==> config.mk <==
export PLATFORM = sky130hd
export DESIGN_NAME = thirtytwo_bits_divider_flat
export DESIGN_NICKNAME = d
export VERILOG_FILES = /design/src/rtl/thirtytwo_bits_divider_if.sv /design/src/rtl/thirtytwo_bits_divider.sv /design/src/flat_wrapper.sv
export SDC_FILE = /design/constraint.sdc
export NUM_CORES = 1
export LEC_CHECK = 0
export ABC_AREA = 1
export CAP_MARGIN = 20
export CELL_PAD_IN_SITES_DETAIL_PLACEMENT = 1
export CELL_PAD_IN_SITES_GLOBAL_PLACEMENT = 2
export CORE_MARGIN = 2
export CORE_UTILIZATION = 24
export DETAILED_ROUTE_END_ITERATION = 10
export PLACE_DENSITY = 0.7
export SLEW_MARGIN = 40
export SYNTH_ARGS = -nofsm -noshare
export SYNTH_HDL_FRONTEND = slang
export SYNTH_SLANG_ARGS = --single-unit
export TNS_END_PERCENT = 1
==> constraint.sdc <==
create_clock -name clk -period 5.94 [get_ports clk]
set_input_delay 1.188 -clock clk [delete_from_list [all_inputs] [get_ports clk]]
set_output_delay 1.188 -clock clk [all_outputs]
set_load 0.05 [all_outputs]
==> src/rtl/thirtytwo_bits_divider_if.sv <==
// Start/busy/done handshake and operand/result bundle for the 64-by-32 unsigned divider.
interface thirtytwo_bits_divider_if;
    logic        start;
    logic [63:0] a;
    logic [31:0] b;
    logic [31:0] q;
    logic [31:0] r;
    logic        busy;
    logic        done;
    logic        div_zero;
    logic        overflow;

    modport master (
        output start, a, b,
        input  q, r, busy, done, div_zero, overflow
    );

    modport slave (
        input  start, a, b,
        output q, r, busy, done, div_zero, overflow
    );
endinterface

==> src/rtl/thirtytwo_bits_divider.sv <==
// Sequential 64/32 unsigned restoring divider, one quotient bit per clock.
// Divide-by-zero and quotient overflow are detected up front and exit via a one-cycle flag state.
module thirtytwo_bits_divider (
    input logic                       clk,
    input logic                       rst_n,
    thirtytwo_bits_divider_if.slave   div_if
);

    typedef enum logic [1:0] {StIdle, StCalc, StFlag} state_e;

    state_e      state_q;
    logic [31:0] rem_q;
    logic [31:0] shift_q;
    logic [31:0] b_q;
    logic [4:0]  cnt_q;
    logic [31:0] q_q;
    logic [31:0] r_q;
    logic        busy_q;
    logic        done_q;
    logic        div_zero_q;
    logic        overflow_q;

    logic [32:0] trial;
    logic        take;
    logic [31:0] rem_next;
    logic [31:0] quo_next;

    // The trial value is 33 bits wide so the bit shifted out of the remainder takes part in
    // the compare. When take is set the difference is below b and fits in 32 bits.
    always_comb begin
        trial    = {rem_q, shift_q[31]};
        take     = (trial >= {1'b0, b_q});
        rem_next = trial[31:0];
        if (take) begin
            rem_next = trial[31:0] - b_q;
        end
        quo_next = {shift_q[30:0], take};
    end

    always_ff @(posedge clk or negedge rst_n) begin
        if (!rst_n) begin
            state_q    <= StIdle;
            rem_q      <= '0;
            shift_q    <= '0;
            b_q        <= '0;
            cnt_q      <= '0;
            q_q        <= '0;
            r_q        <= '0;
            busy_q     <= 1'b0;
            done_q     <= 1'b0;
            div_zero_q <= 1'b0;
            overflow_q <= 1'b0;
        end else begin
            done_q <= 1'b0;
            unique case (state_q)
                StIdle: begin
                    if (div_if.start) begin
                        b_q        <= div_if.b;
                        rem_q      <= div_if.a[63:32];
                        shift_q    <= div_if.a[31:0];
                        cnt_q      <= '0;
                        busy_q     <= 1'b1;
                        div_zero_q <= 1'b0;
                        overflow_q <= 1'b0;
                        if (div_if.b == 32'd0) begin
                            div_zero_q <= 1'b1;
                            state_q    <= StFlag;
                        end else if (div_if.a[63:32] >= div_if.b) begin
                            overflow_q <= 1'b1;
                            state_q    <= StFlag;
                        end else begin
                            state_q    <= StCalc;
                        end
                    end
                end
                StCalc: begin
                    rem_q   <= rem_next;
                    shift_q <= quo_next;
                    cnt_q   <= cnt_q + 5'd1;
                    if (cnt_q == 5'd31) begin
                        q_q     <= quo_next;
                        r_q     <= rem_next;
                        done_q  <= 1'b1;
                        busy_q  <= 1'b0;
                        state_q <= StIdle;
                    end
                end
                StFlag: begin
                    // shift_q still holds the low dividend word captured at start.
                    q_q     <= 32'hFFFF_FFFF;
                    r_q     <= div_zero_q ? shift_q : 32'd0;
                    done_q  <= 1'b1;
                    busy_q  <= 1'b0;
                    state_q <= StIdle;
                end
                default: begin
                    state_q <= StIdle;
                end
            endcase
        end
    end

    assign div_if.q        = q_q;
    assign div_if.r        = r_q;
    assign div_if.busy     = busy_q;
    assign div_if.done     = done_q;
    assign div_if.div_zero = div_zero_q;
    assign div_if.overflow = overflow_q;

endmodule

==> src/flat_wrapper.sv <==
// flat-port wrapper written by rule: the top's interface ports become plain ports
module thirtytwo_bits_divider_flat 
  (clk, rst_n, div_if_start, div_if_a, div_if_b, div_if_q, div_if_r, div_if_busy, div_if_done, div_if_div_zero, div_if_overflow);
  thirtytwo_bits_divider_if div_if_i ();
  input logic clk;
  input logic rst_n;
  input wire logic [$bits(div_if_i.start)-1:0] div_if_start;
  input wire logic [$bits(div_if_i.a)-1:0] div_if_a;
  input wire logic [$bits(div_if_i.b)-1:0] div_if_b;
  output wire logic [$bits(div_if_i.q)-1:0] div_if_q;
  output wire logic [$bits(div_if_i.r)-1:0] div_if_r;
  output wire logic [$bits(div_if_i.busy)-1:0] div_if_busy;
  output wire logic [$bits(div_if_i.done)-1:0] div_if_done;
  output wire logic [$bits(div_if_i.div_zero)-1:0] div_if_div_zero;
  output wire logic [$bits(div_if_i.overflow)-1:0] div_if_overflow;
  assign div_if_i.start = div_if_start;
  assign div_if_i.a = div_if_a;
  assign div_if_i.b = div_if_b;
  assign div_if_q = div_if_i.q;
  assign div_if_r = div_if_i.r;
  assign div_if_busy = div_if_i.busy;
  assign div_if_done = div_if_i.done;
  assign div_if_div_zero = div_if_i.div_zero;
  assign div_if_overflow = div_if_i.overflow;
  thirtytwo_bits_divider u_core (.clk(clk), .rst_n(rst_n), .div_if(div_if_i));
endmodule
==> results.yml, run 1 <==
worst_setup_path:
  r2r_end: "u_core.div_if.r[13]"
  end_kind: "flip-flop"
  crit_slowest_cell: "nand2_4"
  cpMostUsedCell: "nand2_1"
  cp.arrival_ns: 3.55
  crit_buf_inv: 1
  r2r-start: "u_core.rem_q[25]"
  ff2ff_path_depth: 11
  cp-startpoint: "u_core.rem_q[25]"
  r2r_slack_ns: 2.78
  critPathTopFamily: "simple AND/OR/NAND/NOR gates"
  path_cells: "ha_1 -> nand2_1 -> inv_1 -> nand2_1 -> nor4_2 -> nand2_4 -> nand2_4 -> nand2_1 -> nand2_1 -> nand2_1 -> a21oi_2"
  worstPathRequired_ns: 6.33
  slowest_delay_ns: 0.52
  critPathKind: "flip-flop to flip-flop"
  critPathLaunchType: "flip-flop"
  critical_path_peak_fanout: 34
place:
  dp_hpwl_mm: 33.2
  gp_congestion: 0.825
  portBuffers: 166
sta:
  final_max_slew_viol_count: 0
  period_share_pct: 53.2
  worst_slew_pin_slew_ns: 0.698
  fmax_mhz: 316
  skew_ns: 0.0129
  setup_violations: 0
  setup_tns_ns: 0
  relSlewSlack_pct: 53.5
  layout_min_cycle_time_ns: 3.16
  finalHoldViolCount: 0
  rsz0062_at_grt: "false"
global_routing:
  grt_max_degree: 94
  grt_overflow: 0
  grt_pass1_wl_mm: 68.1
  antenna_found_initial: 6
  grt.total_usage_pct: 17.9
  grt_pass1_vias: 11700
synth:
  synthSimpleGateAreaFrac_pct: 28.2
  synth_xor_area_share_pct: 1.09
  synth_top_family_by_area: "simple AND/OR/NAND/NOR gates"
  ys.flop_type: "dfrtp_1"
  synth.most_common_cell: "nand2_1"
  netlist_area_sq_um: 11300
  synth_area_per_cell_sq_um: 6.82
  netlist_instances: 1656
  synth_edf_count: 0
  ys_warn_count: 0
  synthArstFlopShare_pct: 100
  synth_nets: 1826
  synth_top_area_share_pct: 37.9
  ys_seq_elements: 171
  synth_top_area_cell: "dfrtp_1"
  ys_types: 38
  synth_adder_area_share_pct: 7.93
  synth.area.top_cells: "dfrtp_1 38%, nand2_1 17%, inv_1 8.3%"
  synth_mux_area_share_pct: 0
  yosysSeqAreaShare_pct: 37.9
  synth_common_cells: "505 x nand2_1, 250 x inv_1, 171 x dfrtp_1, 159 x nor2_1, 136 x o21ai_0"
  synth_compound_area_share_pct: 14.1
clock_network:
  cts.sinks: 171
  h-tree-depth: 4
  cts.path.max_buffers: 2
  clk_pin_slew_worst_paths_ns: 0.07
  cts_setup_buffers: 0
  holdBufCountCts: 0
  tritoncts: "done"
  worstSkewPairLatency_ns: 0.46
  cts-root-buf: "clkbuf_16"
  numCtsBuffers: 17
  cts_resized: 0
worst_hold_path:
  min_to: "u_core.b_q[28]"
  worstHoldStart: "u_core.b_q[28]"
  hold_class: "flip-flop to flip-flop"
  min_path_cells: 2
finish:
  multi_input_area_sq_um: 5830
  area.growth.synth_to_final_pct: 25.6
  drive_gt1_share_pct: 4.66
  diodes: 0
  register_area_sq_um: 4280
  fillers: 5810
  fin_nets: 1960
die:
  dieArea_sq_um: 48800
  die_w_microns: 221
  rows: 79
  start_util_pct: 24.3
  io-pin-count: 167
  chipHeight_microns: 221
  core_sq_um: 46500
drt:
  ant_nets: 0
  first_pass_iters: 4
  routed_wl_mm: 43.0
  first_iter_violations: 403
  drcViolationCount: 0
  vias: 10900
  detail_route.wl_per_cell_microns: 17.9
  via_per_inst: 4.53
job:
  cap_violations: 0
status:
  outcome: "completed"
[layout by cell type (no fill, tap or decap), drive strengths merged, types with 2 or more instances in the layout]
master | Yosys | layout
nand4 | 16 | 16
dfrtp | 171 | 171
nand3b | 4 | 4
nor2 | 163 | 163
nor4 | 3 | 3
o21ai | 155 | 155
buf | 21 | 13
nand2 | 510 | 510
nand3 | 82 | 82
xnor2 | 2 | 2
inv | 251 | 256
clkbuf | 42 | 19
nor3 | 4 | 4
clkdlybuf4s50 | 0 | 165
o21a | 2 | 2
and2 | 2 | 2
o22ai | 3 | 3
a21oi | 135 | 135
ha | 70 | 70
xor2 | 12 | 12
clkinv | 1 | 6
bufinv | 0 | 2
[worst max-delay path by stage]
| stage | slack, ns | cells after the start | endpoint |
|---|---|---|---|
| 3_3_place_gp | 2.32 | 7 | u_core.rem_q[21] |
| 3_5_place_dp | 2.35 | 13 | u_core.state_q[1] |
| 6_report | 2.78 | 11 | u_core.div_if.r[13] |
| 5_1_grt | 2.45 | 11 | u_core.div_if.r[15] |
| 4_1_cts | 2.71 | 11 | u_core.div_if.r[24] |
| 2_1_floorplan | 3.54 | 11 | u_core.state_q[1] |
[registers in the layout (all words and copies together), names as in the netlist]
name                    cells
u_core.b_q                 32
u_core.div_if.q            32
u_core.div_if.r            32
u_core.rem_q               32
u_core.shift_q             32
u_core.cnt_q                5
u_core.state_q              2
u_core.div_if.busy          1
u_core.div_if.div_zero      1
u_core.div_if.done          1
u_core.div_if.overflow      1
[layout make-up]
type,instances,area share (%)
Clock inverter,13,1.12
Clock buffer,19,3.05
Sequential cell,171,30.2
Inverter,252,6.68
Timing Repair Buffer,178,12.6
Tap cell,607,5.35
Multi-Input combinational cell,1170,41.1
[cells by family (layout without fill, tap and decap cells)]
group / Yosys count / in the layout
flip-flops: 171 / 171
AO/OA/AOI/OAI: 299 / 299
XOR/XNOR: 14 / 14
adder cells (fa/ha/maj): 71 / 71
AND/OR/NAND/NOR: 786 / 786
buffers and inverters: 315 / 462
[metrics by stage]
stage | instance area [sq um] | instances | utilization (%) | setup slack, ns | hold WS, ns
3_5_place_dp | 13600 | 2377 | 29.2 | 2.35 | 0.474
4_1_cts | 14200 | 2409 | 30.5 | 2.71 | 0.492
5_1_grt | 14200 | 2410 | 30.5 | 2.45 | 0.512
6_report | 14200 | 2410 | 30.5 | 2.78 | 0.487
2_1_floorplan | 11300 | 1656 | - | 3.54 | 0.448
3_3_place_gp | 13500 | 2377 | 29.2 | 2.32 | 0.462
[tightest hold or removal path: cells and delay by family (launching register included)]
family | cells | cell delay, ns
AO/OA/AOI/OAI | 1 | 0.06
flip-flops | 1 | 0.34
AND/OR/NAND/NOR | 1 | 0.05
[per-layer routing]
layer / part of all wire (%) / GRT usage [%] / routed length, microns / vias up
li1: - / - / - / 5473
met1: 46 / 23.1 / 19800 / 5243
met5: 0.16 / 0 / 69 / -
met4: 1.8 / 4.57 / 770 / 10
met2: 47 / 30.0 / 20300 / 147
met3: 4.7 / 4.33 / 2020 / 46
Power of run 1 is not shown: default switching activity piles up to over one toggle a cycle in this logic, so the estimate is an artifact.
==> run 2: changes to the inputs <==
- PLACE_DENSITY: 0.7 -> 0.73
- clock period: 5.94 -> 2.8 ns (I/O delays scaled with it)
==> results.yml, run 2 (synthesis gave the netlist of run 1 again) <==
status:
  outcome: "completed"
worst_setup_path:
  cpMostUsedCell: "nand2_1"
  crit_slowest_cell: "dfrtp_1"
  path_cells: "ha_1 -> a21oi_1 -> nor2_1 -> nor3_1 -> nand3_2 -> nor2_4 -> buf_4 -> nand3_1 -> nand2_1 -> nand2_1 -> a21oi_2"
  critPathLaunchType: "flip-flop"
  end_kind: "flip-flop"
  critPathKind: "flip-flop to flip-flop"
  slowest_delay_ns: 0.43
  worstPathRequired_ns: 3.19
  critical_path_peak_fanout: 16
  cp.arrival_ns: 3.01
finish:
  drive_gt1_share_pct: 6.08
  area.growth.synth_to_final_pct: 27.4
  diodes: 0
  final_cell_mix: "503 x nand2_1, 249 x inv_1, 171 x dfrtp_1"
  register_area_sq_um: 4280
  fin_nets: 1983
  multi_input_area_sq_um: 5840
  final_common_cell: "nand2_1"
  fillers: 5782
drt:
  vias: 11000
  drcViolationCount: 0
  detail_route.wl_per_cell_microns: 18.0
  first_pass_iters: 5
  via_per_inst: 4.53
  ant_nets: 0
  first_iter_violations: 517
  routed_wl_mm: 43.8
clock_network:
  clk_pin_slew_worst_paths_ns: 0.07
  h-tree-depth: 4
  cts.path.max_buffers: 2
  cts-root-buf: "clkbuf_16"
  cts_setup_buffers: 0
  holdBufCountCts: 0
  worstSkewPairLatency_ns: 0.47
  cts.sinks: 171
  tritoncts: "done"
  cts_resized: 0
  numCtsBuffers: 17
die:
  chipHeight_microns: 221
  die_w_microns: 221
  rows: 79
  dieArea_sq_um: 48800
  io-pin-count: 167
  core_sq_um: 46500
  start_util_pct: 24.3
global_routing:
  antenna_found_initial: 2
  grt_overflow: 0
  grt_pass1_wl_mm: 69.0
  grt_max_degree: 69
  grt_pass1_vias: 11700
  grt.total_usage_pct: 18.2
job:
  cap_violations: 0
sta:
  worst_slew_pin_slew_ns: 0.674
  fmax_mhz: 382
  skew_ns: 0.0135
  relSlewSlack_pct: 55.1
  holdWs_ns: 0.0634
  rsz0062_at_grt: "true"
  layout_min_cycle_time_ns: 2.62
  finalHoldViolCount: 0
  period_share_pct: 93.5
  setup_violations: 0
  worst_slack_ns: 0.181
  final_max_slew_viol_count: 0
worst_hold_path:
  hold_class: "input pin to async pin"
place:
  dp_slack_ns: 0.0796
  dp_hpwl_mm: 34.7
  gp_congestion: 0.860
  portBuffers: 166
-- run 2: layout make-up --
class | count | share of cell area, %
clock buffer | 19 | 3.15
clock inverter | 13 | 0.861
inverter | 252 | 6.58
multi-input combinational | 1170 | 40.6
sequential | 171 | 29.7
tap | 607 | 5.28
timing repair buffer | 201 | 13.8
-- run 2: per-stage QoR --
stage                     instances   TNS, ns  utilization, %  area [sq um]
after global routing           2433  -0.00275            31.0         14400
final                          2433         0            31.0         14400
after global placement         2401         0            29.7         13800
after CTS                      2433         0            30.9         14400
after floorplan                1656         0               -         11300
after detailed placement       2401         0            29.7         13800
-- run 2: path summary, 6_finish.rpt --
kind                                  start                  end  slack [ns]  cells after the start
max in group asynchronous             rst_n      u_core.rem_q[9]        2.05                      2
min                                   rst_n       u_core.b_q[20]        0.06                      1
max                        u_core.rem_q[29]  u_core.div_if.r[11]        0.18                     11
max reg2reg                u_core.rem_q[29]  u_core.div_if.r[11]        0.18                     11
min reg2reg                  u_core.b_q[27]       u_core.b_q[27]        0.49                      2
min in group clk             u_core.b_q[27]       u_core.b_q[27]        0.49                      2
-- run 2: worst max-delay path, delay by kind of cell, from the launching register on --
kind	cells	cell delay, ns
flip-flops	1	0.43
adder cells (fa/ha/maj)	1	0.32
AND/OR/NAND/NOR	7	1.19
AO/OA/AOI/OAI	2	0.34
buffers and inverters	1	0.27
-- run 2: layer usage --
| metal | track usage, % | part of all wire [%] |
|---|---|---|
| met4 | 3.96 | 1.3 |
| met1 | 23.7 | 47 |
| met5 | 0 | 0.057 |
| met2 | 30.6 | 47 |
| met3 | 4.08 | 4.3 |
Power of run 2 is left out for the same reason.
==> run 3: changes to the inputs <==
- PLACE_DENSITY: 0.73 -> 0.72
==> results.yml, run 3 (synthesis gave the netlist of run 1 again) <==
worst_hold_path:
  hold_class: "input pin to async pin"
worst_setup_path:
  r2r_end: "u_core.rem_q[28]"
  end_kind: "flip-flop"
  worstPathRequired_ns: 3.16
  critPathKind: "flip-flop to flip-flop"
  ff2ff_path_depth: 16
  cp.arrival_ns: 2.99
  r2r-start: "u_core.b_q[16]"
  critPathLaunchType: "flip-flop"
  r2r_slack_ns: 0.17
  critical_path_peak_fanout: 27
sta:
  final_max_slew_viol_count: 0
  period_share_pct: 94.0
  fmax_mhz: 380
  setup_violations: 0
  finalHoldViolCount: 0
  worst_slew_pin_slew_ns: 0.753
  relSlewSlack_pct: 49.6
  skew_ns: 0.0156
  layout_min_cycle_time_ns: 2.63
drt:
  detail_route.wl_per_cell_microns: 18.1
  ant_nets: 0
  met3_length_mm: 2.26
  first_iter_violations: 459
  first_pass_iters: 5
  routed_wl_mm: 44.1
  drcViolationCount: 0
  via_per_inst: 4.57
  wl_met1_mm: 20.6
  highest_layer: "met5"
  dr_wl_met2_mm: 20.3
  vias: 11100
place:
  gp_congestion: 0.864
  dpl_cell_area_sq_um: 13800
  portBuffers: 166
  dp_hpwl_mm: 35.0
finish:
  fin_nets: 1985
  final_common_cell: "nand2_1"
  area.growth.synth_to_final_pct: 27.5
  diodes: 0
  final_cell_mix: "504 x nand2_1, 249 x inv_1, 171 x dfrtp_1"
  fillers: 5788
  final_area_sq_um: 14400
  drive_gt1_share_pct: 6.51
clock_network:
  h-tree-depth: 4
  holdBufCountCts: 0
  cts-root-buf: "clkbuf_16"
  clk_pin_slew_worst_paths_ns: 0.08
  cts.sinks: 171
  numCtsBuffers: 17
  cts_setup_buffers: 0
  worstSkewPairLatency_ns: 0.47
  tritoncts: "done"
  cts.path.max_buffers: 2
die:
  core_sq_um: 46500
  start_util_pct: 24.3
  rows: 79
  die_w_microns: 221
  chipHeight_microns: 221
  dieArea_sq_um: 48800
  io-pin-count: 167
global_routing:
  grt.total_usage_pct: 18.3
  grt_overflow: 0
  grt_max_degree: 92
  grt_pass1_vias: 11900
  grt_pass1_wl_mm: 69.4
  antenna_found_initial: 3
status:
  outcome: "completed"
job:
  cap_violations: 0
run 3: cell types whose count changed in the layout (fill, tap and decap cells not counted), sizes merged:
| cell | delta |
|---|---|
| clkinvlp | -1 |
| clkbuf | -2 |
| clkinv | +5 |
| buf | +2 |
| inv | -2 |
run 3: worst max-delay path by stage:
stage | cells past startpoint | slack, ns | startpoint | to
after detailed placement | 11 | 0.06 | div_if_b[23] | u_core.state_q[1]
after floorplan | 16 | 0.81 | u_core.shift_q[31] | u_core.rem_q[24]
after global placement | 14 | 0.16 | u_core.rem_q[13] | u_core.div_if.r[14]
final | 16 | 0.17 | u_core.b_q[16] | u_core.rem_q[28]
after global routing | 15 | -0.02 | u_core.rem_q[19] | u_core.rem_q[28]
after CTS | 16 | 0.13 | u_core.b_q[16] | u_core.rem_q[28]
run 3: repair_timing:
action                                  CTS  global route
hold endpoints to repair                  0             0
endpoints found under the setup margin    0            46
gates resized for setup                   0            13
run 3: worst max-delay path, cell delays in order, from the launching register on:
cell	delay (ns)
dfrtp_1	0.37
inv_1	0.11
ha_2	0.41
nand2_1	0.11
nor2_2	0.19
nand2_1	0.13
nor2_2	0.15
nand3_1	0.12
nand3_2	0.12
nor2_4	0.05
nand2_4	0.07
buf_12	0.18
nand3_1	0.21
nand2_1	0.11
nand2_1	0.05
nand2_1	0.07
nand2_1	0.05
run 3: through the flow:
stage	hold slack [ns]	instances	worst slack, ns	TNS [ns]	utilization [%]
finish	0.0715	2435	0.167	0	31.0
global route	0.110	2435	-0.0162	-0.0162	31.0
CTS	0.101	2435	0.130	0	30.9
detailed placement	0.469	2403	0.0647	0	29.7
global placement	0.462	2403	0.165	0	29.7
floorplan	0.264	1656	0.808	0	-
run 3: final cells by class:
cell class / instances / area, sq um / area share (%)
Multi-Input combinational cell: 1170 / 5860 / 40.7
Sequential cell: 171 / 4280 / 29.7
Clock inverter: 15 / 134 / 0.930
Timing Repair Buffer: 203 / 1990 / 13.8
Inverter: 252 / 946 / 6.57
Tap cell: 607 / 759 / 5.28
Clock buffer: 17 / 425 / 2.96
run 3: metal layers:
metal	track usage (%)	vias to the layer above
li1	-	5522
met1	23.9	5374
met2	29.9	189
met3	4.55	44
met4	5.35	6
met5	0	-
Power of run 3 is left out for the same reason.
